## src/rtl/mvb_rx_frame_buffer.sv

```systemverilog
// rtl/mvb_rx_frame_buffer.sv - two-bank MVB receive frame buffer with read/ack handshake to the CPU side
// Optional: MVB_RXBUF_ERR_DROP_EN discards errored or length-mismatched frames instead of committing them.
module mvb_rx_frame_buffer #(
    parameter int BANK_WORDS = 16,
    parameter int DROP_CNT_W = 8
) (
    input  logic                  clk_24M,
    input  logic                  RESET,
    input  logic                  word_valid,
    input  logic [15:0]           word_data,
    input  logic                  frame_over,
    input  logic [6:0]            exp_words,
    input  logic [4:0]            err_flags,
    output logic                  frame_ready,
    output logic [4:0]            frame_words,
    output logic [7:0]            frame_status,
    input  logic                  rd_en,
    output logic [15:0]           rd_data,
    input  logic                  frame_ack,
    output logic [DROP_CNT_W-1:0] drop_count
);
    localparam int IW = $clog2(BANK_WORDS);

    typedef enum logic [1:0] {S_IDLE, S_FILL, S_DISCARD} state_t;

    state_t                state_q, state_d;
    logic [15:0]           mem_q [2][BANK_WORDS];
    logic [1:0]            full_q, full_d;
    logic                  wb_q, rb_q;
    logic [4:0]            wcnt_q, wcnt_d;
    logic                  trunc_q, trunc_d;
    logic [4:0]            words_q [2];
    logic [7:0]            status_q [2];
    logic [4:0]            rptr_q;
    logic [15:0]           rd_data_q;
    logic [DROP_CNT_W-1:0] drop_q;

    logic          store_en;
    logic [IW-1:0] store_idx;
    logic          close_en;
    logic          discard_end;
    logic          len_mis;
    logic          commit_en;
    logic          drop_inc;
    logic          ack_hit;
    logic          rd_hit;

    always_ff @(posedge clk_24M) begin
        if (!RESET) state_q <= S_IDLE;
        else        state_q <= state_d;
    end

    always_comb begin
        state_d = state_q;
        case (state_q)
            S_IDLE: begin
                if (word_valid && !frame_over)
                    state_d = full_q[wb_q] ? S_DISCARD : S_FILL;
            end
            S_FILL:    if (frame_over) state_d = S_IDLE;
            S_DISCARD: if (frame_over) state_d = S_IDLE;
            default:   state_d = S_IDLE;
        endcase
    end

    always_comb begin
        store_en    = 1'b0;
        store_idx   = wcnt_q[IW-1:0];
        wcnt_d      = wcnt_q;
        trunc_d     = trunc_q;
        close_en    = 1'b0;
        discard_end = 1'b0;
        case (state_q)
            S_IDLE: begin
                if (word_valid) begin
                    if (!full_q[wb_q]) begin
                        store_en  = 1'b1;
                        store_idx = '0;
                        wcnt_d    = 5'd1;
                        trunc_d   = 1'b0;
                        close_en  = frame_over;
                    end else begin
                        discard_end = frame_over;
                    end
                end
            end
            S_FILL: begin
                if (word_valid) begin
                    if (wcnt_q < 5'(BANK_WORDS)) begin
                        store_en = 1'b1;
                        wcnt_d   = wcnt_q + 5'd1;
                    end else begin
                        trunc_d = 1'b1;
                    end
                end
                close_en = frame_over;
            end
            S_DISCARD: discard_end = frame_over;
            default: ;
        endcase
    end

    // A truncated frame received more words than any legal expected count.
    assign len_mis = (wcnt_d != exp_words[4:0]) || (exp_words > 7'(BANK_WORDS)) || trunc_d;

`ifdef MVB_RXBUF_ERR_DROP_EN
    assign commit_en = close_en && !(len_mis || (|err_flags));
    assign drop_inc  = discard_end || (close_en && !commit_en);
`else
    assign commit_en = close_en;
    assign drop_inc  = discard_end;
`endif

    assign ack_hit = frame_ack && full_q[rb_q];
    assign rd_hit  = rd_en && full_q[rb_q];

    // Commit and ack never target the same bank: commit needs it FREE, ack needs it FULL.
    always_comb begin
        full_d = full_q;
        if (commit_en) full_d[wb_q] = 1'b1;
        if (ack_hit)   full_d[rb_q] = 1'b0;
    end

    always_ff @(posedge clk_24M) begin
        if (store_en) mem_q[wb_q][store_idx] <= word_data;
    end

    always_ff @(posedge clk_24M) begin
        if (!RESET) begin
            full_q      <= '0;
            wb_q        <= 1'b0;
            rb_q        <= 1'b0;
            wcnt_q      <= '0;
            trunc_q     <= 1'b0;
            words_q[0]  <= '0;
            words_q[1]  <= '0;
            status_q[0] <= '0;
            status_q[1] <= '0;
            rptr_q      <= '0;
            rd_data_q   <= '0;
            drop_q      <= '0;
        end else begin
            full_q  <= full_d;
            wcnt_q  <= wcnt_d;
            trunc_q <= trunc_d;
            if (commit_en) begin
                words_q[wb_q]  <= wcnt_d;
                status_q[wb_q] <= {wb_q, trunc_d, len_mis, err_flags};
                wb_q           <= ~wb_q;
            end
            if (drop_inc && (drop_q != '1))
                drop_q <= drop_q + 1'b1;
            if (rd_hit) begin
                if (rptr_q < words_q[rb_q]) begin
                    rd_data_q <= mem_q[rb_q][rptr_q[IW-1:0]];
                    rptr_q    <= rptr_q + 5'd1;
                end else begin
                    rd_data_q <= '0;
                end
            end
            if (ack_hit) begin
                rb_q   <= ~rb_q;
                rptr_q <= '0;
            end
        end
    end

    assign frame_ready  = full_q[rb_q];
    assign frame_words  = words_q[rb_q];
    assign frame_status = status_q[rb_q];
    assign rd_data      = rd_data_q;
    assign drop_count   = drop_q;
endmodule
```

## config.mk

```make
export PLATFORM = sky130hd
export DESIGN_NAME = mvb_rx_frame_buffer
export DESIGN_NICKNAME = d
export VERILOG_FILES = /design/src/rtl/mvb_rx_frame_buffer.sv
export SDC_FILE = /design/constraint.sdc
export NUM_CORES = 1
export LEC_CHECK = 0
export CAP_MARGIN = 30
export CORE_MARGIN = 2
export CORE_UTILIZATION = 50
export DETAILED_ROUTE_END_ITERATION = 6
export HOLD_SLACK_MARGIN = 0.06
export PLACE_DENSITY = 0.67
export SYNTH_ARGS = -nofsm -noshare
export SYNTH_HDL_FRONTEND = slang
export SYNTH_SLANG_ARGS = --single-unit
```

## constraint.sdc

```tcl
create_clock -name clk_24M -period 7.1 [get_ports clk_24M]
set_input_delay 1.065 -clock clk_24M [delete_from_list [all_inputs] [get_ports clk_24M]]
set_output_delay 1.065 -clock clk_24M [all_outputs]
set_load 0.05 [all_outputs]
```

# After elaboration in Yosys (flattened, before gate mapping)
# Memories as Yosys holds them, arrays and structs flattened. A register that Yosys moved wholly into a read port is not among the register bits.
# Index checks and enable logic that the tools add are counted.
totals:
  ramBits: 538
  n_memories: 3
  register_bits: 41
  wordCells: 118
  output_inout_bits: 38
mem_list:
  columns: ["name", "depth", "word_bits", "rd", "rd_ports_with_merged_regs", "wr", "line_no", "rtl"]
  rows:
  - ["mem_q", 2, 256, 1, 1, 1, "27", "logic [15:0] mem_q [2][BANK_WORDS];"]
  - ["status_q", 2, 8, 1, 1, 2, "33", "logic [7:0] status_q [2];"]
  - ["words_q", 2, 5, 1, 1, 2, "32", "logic [4:0] words_q [2];"]
classes:
  bitwise: 8
  add_sub_neg: 3
  mux: 62
  reduce_logical: 17
  n_lt_le_gt_ge: 10
  n_eq_ne: 6
ops:
  columns: ["operator", "n"]
  rows:
  - ["$mux W256", 1]
  - ["$bmux W16 S4", 1]
  - ["$demux W16 S4", 1]
  - ["$mux W16", 4]
  - ["$mux W1", 33]
  - ["$mux W5", 5]
  - ["$mux W4", 3]
  - ["$add A5 B1 Y5 const B", 2]
  - ["$ge A5 B5 Y1 const B", 2]
  - ["$mux W2", 5]
  - ["$not A4 Y5", 2]
  - ["$pmux W5 S2", 1]
  - ["$add A8 B1 Y8 const B", 1]
  - ["$mux W8", 1]
  - ["$ne A8 B8 Y1 const B", 1]
  - ["$pmux W1 S2", 4]
  - ["$reduce_or A8 Y1", 1]
  - ["$gt A7 B5 Y1 const B", 1]
  - ["$logic_and A1 B1 Y1", 7]
  - ["$lt A5 B1 Y1 const B", 1]
  - ["$lt A5 B5 Y1", 1]
  - ["$lt A5 B5 Y1 const B", 1]
  - ["$ne A5 B5 Y1", 1]
  - ["$reduce_or A5 Y1", 1]
  - ["other kinds (17)", 25]

# Longest topological paths before layout
# Gate-level depths: netlist of run 1.
logic_depth:
  word_depth: 11
  depth_mapped: 14
  ltp_nobuf: 8

# Least setup slack after synthesis of run 1
# OpenSTA, ideal clock, no wires.
synth_path:
  path_type: "flip-flop to flip-flop"
  start: "reg with a tool-made name"
  end: "reg rd_data_q[11] (netlist: rd_data[11])"
  slack_ps: 3854
  period_less_slack_ps: 3246
  path_stages_with_launch: 15
  required_ps: 7039
  setup_time_ps: 61
  t_arrival_ps: 3186
  path_cell_list: "dfxtp_1 > buf_6 > buf_6 > buf_6 > buf_4 > buf_6 > buf_2 > mux2i_1 > ha_1 > a21oi_1 > o211ai_1 > nor3_2 > nand2_1 > nor2_1 > a221o_1"
synth_rtl:
  columns: ["item", "line_no", "rtl"]
  rows:
  - ["end signal, assigned", "155", "rd_data_q <= mem_q[rb_q][rptr_q[IW-1:0]];"]
  - ["end, declared", "35", "logic [15:0] rd_data_q;"]

==> results by group, run 1 <==
Run status
  • Status: complete, no violations

Finish
  • Layout Nets: about 1300
  • Design Area, Final: approximately 26000 µm²
  • Share of layout cells above drive strength 1: 22.3%
  • Area Growth Syn to Fin: 14.1%
  • Final Util: 57.5%
  • Post-Layout Cell Count: around 1900

Placement
  • Quantity of I/O buffers inserted on ports: 71
  • Dpl cells: between 1500 and 2000
  • DP HPWL: between 30000 and 40000 µm
  • Placer Congestion: 0.879
  • Area after DPL: between 20000 and 25000 µm²

Synthesis
  • Post-synth EDFFs: ~540
  • Ys flop type: edfxtp_1
  • Cell count after synthesis: approximately 1200
  • Synthesized Nets: between 1000 and 1500
  • Synth top area share: between 70% and 80%
  • Yosys warns: 0
  • Cell taking the most area after synthesis: edfxtp_1
  • FFs w/ async S/R, synth: 0%
  • Avg Cell Area, Syn: 19.6 µm²
  • Register area share after synthesis: approximately three quarters
  • Post-synth cell types: between 50 and 60
  • Yosys reg bits: slightly below 600
  • Largest cells by area after synthesis: edfxtp_1, mux4_2, dfxtp_1
  • Synth Cell Area: between 20000 and 25000 µm²

Pwr
  • Static leakage: 7.98 nW
  • Max VDD drop: 0.151 mV
  • Pwr Density: 280 nW/µm²

Hold path
  • Worst hold-check path type: flip-flop to flip-flop

Drt
  • DRC: 0
  • Starting DRC count in detailed routing: 1426
  • DR pass1 iterations: 7
  • Via count: 11500
  • Wire per inst: between 20 and 30 µm
  • Met2 wire length: around 25000 µm
  • Routed length on met3: ~4400 µm
  • Antenna Nets Post-Route: 0
  • Final wirelength: around 53000 µm
  • Via density: just over 6
  • DR top layer: met4
  • DRT met1 WL: about 22000 µm

Worst setup path
  • CP endpoint kind: output pin
  • CP Launch Type: flip-flop
  • Critical Path AT: around 2.7 ns
  • CP max FO: 42
  • Crit Path Class: flip-flop to output pin
  • Required @ worst endpoint: 6.03 ns

Floorplan
  • Die Span X: between 200 and 250 µm
  • Die H: ~220 µm
  • Std-Cell Rows: a little under 80
  • Initial Utilization: about half
  • Die Footprint: between 40000 and 50000 µm²
  • Ports: 72
  • Core area: approximately 45000 µm²

Clock network
  • Max Root-Sink Buffers: 3
  • Clk sink count: a little under 600
  • Post_cts resized: 0
  • Total CTS buffers: 55
  • Root cell of the clock tree: clkbuf_16
  • TritonCTS clock tree: yes
  • Clock transition at the registers of the reported paths: roughly 0.06 ns
  • Hold-fix buffers, CTS: 0
  • Post-CTS Repair Setup Buffers: 0
  • Skew-Pair Late Insertion Delay: 0.61 ns
  • H-tree Lvls: 2

Timing
  • Hold Worst Slack: about 0.49 ns
  • Slew Limit Headroom: slightly above 30%
  • Tmin final: roughly 3.8 ns
  • Setup TNS: 0 ns
  • RSZ-0062 raised after global routing: no
  • Max-slew violations: 0
  • Setup Skew: approximately 0.02 ns
  • Highest clock rate: roughly 270 MHz
  • Worst-Margin Slew: 1.03 ns
  • Setup violations, final: 0
  • Fin. Hold Viols: 0
  • Period utilization: roughly 53%

Global route
  • GRT Overall Usage: around 23%
  • Grt total ovfl: 0
  • Initial antenna violation count: 2
  • First-pass GRT wire length: a little under 80000 µm
  • Largest net degree at the start of global routing: roughly 80
  • Number of global-route vias before repair: approximately 11000

Run
  • Maximum Capacitance Violations: 0
power by group:
part	switching (mW)	internal [mW]
sequential	0.0411	3.78
clock	1.25	1.70
combinational	0.304	0.186
cell type report:
cell class                 instances  area, µm²
multi-input combinational        503       5390
inverter                          21       78.8
timing repair buffer              88        841
sequential                       580      17000
tap                              600        751
fill                            3310      19200
clock inverter                    25        229
clock buffer                      78       1620
antenna                            1       2.50
state kept, by name (all words and copies together) (netlist names), 2 cells and up, named ones only:
register,count
mem_q,512
rd_data,16
status_q,16
words_q,10
drop_count,8
rptr_q,5
wcnt_q,5
full_q,2
state_q,2
cells in the final DEF (no fill, tap or decap), types with 16 or more instances in the layout:
cell	n
nand2_1	40
dfxtp_1	38
mux4_2	126
clkbuf_16	57
a21oi_1	18
clkdlybuf4s50_1	65
o21ai_0	16
edfxtp_1	538
mux2i_1	43
inv_1	19
nor2_1	42
nor2_2	32
logic make-up (layout without fill, tap and decap cells):
| group | Yosys count | count (layout) | share of synthesized area [%] |
|---|---|---|---|
| buffers and inverters | 78 | 212 | 1.77 |
| AND/OR/NAND/NOR | 196 | 196 | 4.13 |
| flip-flops | 580 | 580 | 74.9 |
| XOR/XNOR | 15 | 15 | 0.579 |
| AO/OA/AOI/OAI | 101 | 101 | 3.15 |
| adder cells (fa/ha/maj) | 10 | 10 | 0.551 |
| other | 1 | 2 | 0.0165 |
| multiplexers | 180 | 180 | 14.9 |
Yosys cell counts (2+ instances only):
| cell type | n |
|---|---|
| xnor2_1 | 6 |
| ha_1 | 10 |
| nor2_1 | 74 |
| o221ai_1 | 2 |
| a211oi_1 | 2 |
| a221oi_1 | 4 |
| nor2b_1 | 7 |
| a21boi_0 | 2 |
| buf_4 | 7 |
| dfxtp_1 | 42 |
| a32oi_1 | 6 |
| a221o_1 | 8 |
| nand3b_1 | 5 |
| nor3b_1 | 2 |
| buf_2 | 8 |
| o211ai_1 | 5 |
| a21oi_1 | 19 |
| nor3_1 | 15 |
| a32o_1 | 3 |
| or3_1 | 3 |
| edfxtp_1 | 538 |
| nor4_1 | 3 |
| nand3_1 | 13 |
| buf_6 | 6 |
| nand4_1 | 3 |
| and2_1 | 13 |
| o22ai_1 | 6 |
| o21bai_1 | 3 |
| a22oi_1 | 12 |
| xor2_1 | 9 |
| clkbuf_1 | 34 |
| and3_1 | 7 |
| a22o_1 | 9 |
| mux2i_1 | 43 |
| o21ai_0 | 16 |
| nand2b_1 | 4 |
| clkinv_1 | 2 |
| mux2_2 | 11 |
| nand2_1 | 40 |
| inv_1 | 19 |
| mux4_2 | 126 |
critical path: stages, from the launching register on:
cell,delay [ns]
dfxtp_4,0.88
mux2i_1,0.40
inv_1,0.11
clkdlybuf4s50_1,0.71
final timing paths:
| path | slack (ns) | endpoint | cells past startpoint | from |
|---|---|---|---|---|
| max | 3.33 | frame_words[4] | 3 | flip-flop |
| min | 0.49 | full_q[1] | 2 | full_q[1] |
| max reg2reg | 3.57 | mem_q[0][75] | 5 | wb_q |
| min reg2reg | 0.49 | full_q[1] | 2 | full_q[1] |
routing by layer:
layer  vias up  global-route usage (%)
met4         0                    6.94
met1      6023                    32.7
met2       462                    35.2
met3        86                    5.80
li1       4907                       -
met5         -                       0
through the flow:
step / power (mW) / setup slack, ns
floorplan: 4.17 / 3.85
global placement: 4.38 / 2.87
detailed placement: 4.38 / 2.81
CTS: 7.30 / 3.23
global route: 7.46 / 3.14
finish: 7.25 / 3.33
No activity file was read; power rests on OpenSTA's default activity.
==> run 2: changes to the inputs <==
==> constraint.sdc (replaced) <==
create_clock -name clk_24M -period 3.8 [get_ports clk_24M]
set_input_delay 0.57 -clock clk_24M [delete_from_list [all_inputs] [get_ports clk_24M]]
set_output_delay 0.57 -clock clk_24M [all_outputs]
set_load 0.05 [all_outputs]
==> results by group, run 2 (same netlist as run 1, synthesis figures left out) <==
Run status
  • Status: complete, no violations

Floorplan
  • Die Span X: 217 µm (unchanged)
  • Die Footprint: 47100 µm² (unchanged)
  • Initial Utilization: 50.4% (unchanged)
  • Core area: 45100 µm² (unchanged)
  • Ports: 72 (unchanged)
  • Die H: 217 µm (unchanged)
  • Std-Cell Rows: 78 (unchanged)

Drt
  • Final wirelength: 51900 µm (-1.6%)
  • Antenna Nets Post-Route: 0 (unchanged)
  • Wire per inst: 26.6 µm (-4.4%)
  • DR pass1 iterations: 5 (-2)
  • Via count: 11600 (+0.94%)
  • Via density: 5.94 (-1.9%)
  • DRC: 0 (unchanged)
  • Starting DRC count in detailed routing: 1264 (-11%)

Finish
  • Share of layout cells above drive strength 1: 24.9% (+2.6 points)
  • Area Growth Syn to Fin: 16.2%
  • Layout Nets: 1352 (+4.6%)
  • Largest reg by FF count: mem_q
  • Most frequent cells in the layout: edfxtp_1, mux4_2, clkdlybuf4s50_1
  • Number of diodes: 0 (-1)
  • Final Util: 58.5% (+1.0 points)
  • Commonest non-fill, non-tap cell in the layout: edfxtp_1
  • Max reg flops: 512 (unchanged)

Worst setup path
  • Reg2Reg Launch Point: wb_q
  • Worst r2r path cells: 4 (-1)
  • Required @ worst endpoint: 4.01 ns (-2.02 ns)
  • CP Launch Type: flip-flop
  • Reg-to-Reg End: mem_q[1][245]
  • CP max FO: 16 (-62%)
  • Critical Path AT: 3.28 ns (+0.58 ns)
  • Crit Path Class: flip-flop to flip-flop
  • CP endpoint kind: flip-flop
  • R2R setup slack: 0.73 ns (-2.84 ns)

Clock network
  • Hold-fix buffers, CTS: 0 (unchanged)
  • Root cell of the clock tree: clkbuf_16
  • Skew-Pair Late Insertion Delay: 0.60 ns (about the same)
  • Clock transition at the registers of the reported paths: 0.07 ns (about the same)
  • Max Root-Sink Buffers: 3 (unchanged)
  • TritonCTS clock tree: yes
  • Post_cts resized: 0 (unchanged)
  • Post-CTS Repair Setup Buffers: 0 (unchanged)
  • H-tree Lvls: 2 (unchanged)
  • Total CTS buffers: 54 (-1.8%)
  • Clk sink count: 580 (unchanged)

Global route
  • GRT Overall Usage: 22.6% (-0.34 points)
  • Grt total ovfl: 0 (unchanged)
  • Number of global-route vias before repair: 11600 (+3.3%)
  • First-pass GRT wire length: 77400 µm (+0.57%)
  • Initial antenna violation count: 0 (-2)
  • Largest net degree at the start of global routing: 84 (+3.7%)

Timing
  • Setup TNS: 0 ns (unchanged)
  • Fin. Hold Viols: 0 (unchanged)
  • Tmin final: roughly 3 ns
  • Worst-Margin Slew: 1.00 ns (-0.0299 ns)
  • Setup violations, final: 0 (unchanged)
  • Max-slew violations: 0 (unchanged)
  • Period utilization: between 80% and 90%
  • RSZ-0062 raised after global routing: no
  • Slew Limit Headroom: 33.0% (+2.4 points)
  • Highest clock rate: 326 MHz
  • Setup Skew: 0.0180 ns (-0.00167 ns)

Placement
  • Placer Congestion: 0.920 (+4.6%)
  • Quantity of I/O buffers inserted on ports: 71 (unchanged)
  • DP HPWL: 33100 µm (+1.8%)

Pwr
  • Max VDD drop: 0.314 mV (+110%)
  • Static leakage: 8.30 nW (+4.0%)
  • Pwr Density: 509 nW/µm² (+82%)

Hold path
  • WHS Endpoint: full_q[1]
  • Hold path start: full_q[1]
  • Worst hold-check path type: flip-flop to flip-flop
  • Hold Crit Depth: 2 (unchanged)

Run
  • Maximum Capacitance Violations: 0 (unchanged)
==> run 2: changes by cell type in the layout (fill, tap and decap cells not counted), sizes merged, moves of 2 or more <==
cell	previous run	this run
buf	23	77
bufinv	3	5
clkbuf	78	71
clkdlybuf4s50	65	71
clkinv	15	21
clkinvlp	9	3
==> run 2: worst max path at each step <==
stage               startpoint            end  slack, ns  cells after the start
floorplan            flip-flop    rd_data[11]       0.55                     14
global placement    word_valid  mem_q[1][240]       0.69                      4
detailed placement  word_valid  mem_q[1][241]       0.66                      4
CTS                       wb_q  mem_q[1][242]       0.74                      4
global route              wb_q  mem_q[1][242]       0.52                      4
finish                    wb_q  mem_q[1][245]       0.73                      4
==> run 2: stage by stage <==
step / cell area [µm²] / hold WS, ns / setup WS, ns / std cells / total power, mW
3_3_place_gp: 24600 / 0.484 / 0.691 / 1852 / 8.17
4_1_cts: 26400 / 0.485 / 0.744 / 1951 / 13.5
5_1_grt: 26400 / 0.529 / 0.521 / 1951 / 13.8
2_1_floorplan: 22700 / 0.444 / 0.554 / 1161 / 7.80
3_5_place_dp: 24600 / 0.474 / 0.660 / 1852 / 8.19
6_report: 26400 / 0.494 / 0.730 / 1951 / 13.4
==> run 2: layout make-up <==
| class | count | area, µm² |
|---|---|---|
| clock buffer | 71 | 1510 |
| clock inverter | 28 | 268 |
| fill | 3303 | 18700 |
| inverter | 21 | 78.8 |
| multi-input combinational | 503 | 5390 |
| sequential | 580 | 17000 |
| tap | 600 | 751 |
| timing repair buffer | 148 | 1380 |
==> run 2: worst max-delay path, cell delays in order (launching register included) <==
cell and delay (ns):
dfxtp_1 0.61, mux2i_1 0.48, and3_1 0.38, o21ai_1 0.34, nor2_2 0.86
==> run 2: power by group <==
part	total [mW]	switching, mW	internal (mW)
Clock	5.38	2.26	3.12
Combinational	0.927	0.563	0.364
Sequential	7.12	0.0575	7.06
Total	13.4	2.88	10.5
==> run 2: metal layers <==
layer | up-vias | global-route usage [%] | part of all wire (%)
li1 | 5012 | - | -
met4 | 0 | 7.26 | 2.6
met2 | 398 | 36.9 | 50
met3 | 77 | 2.94 | 5.6
met5 | - | 0 | 0
met1 | 6099 | 31.9 | 42
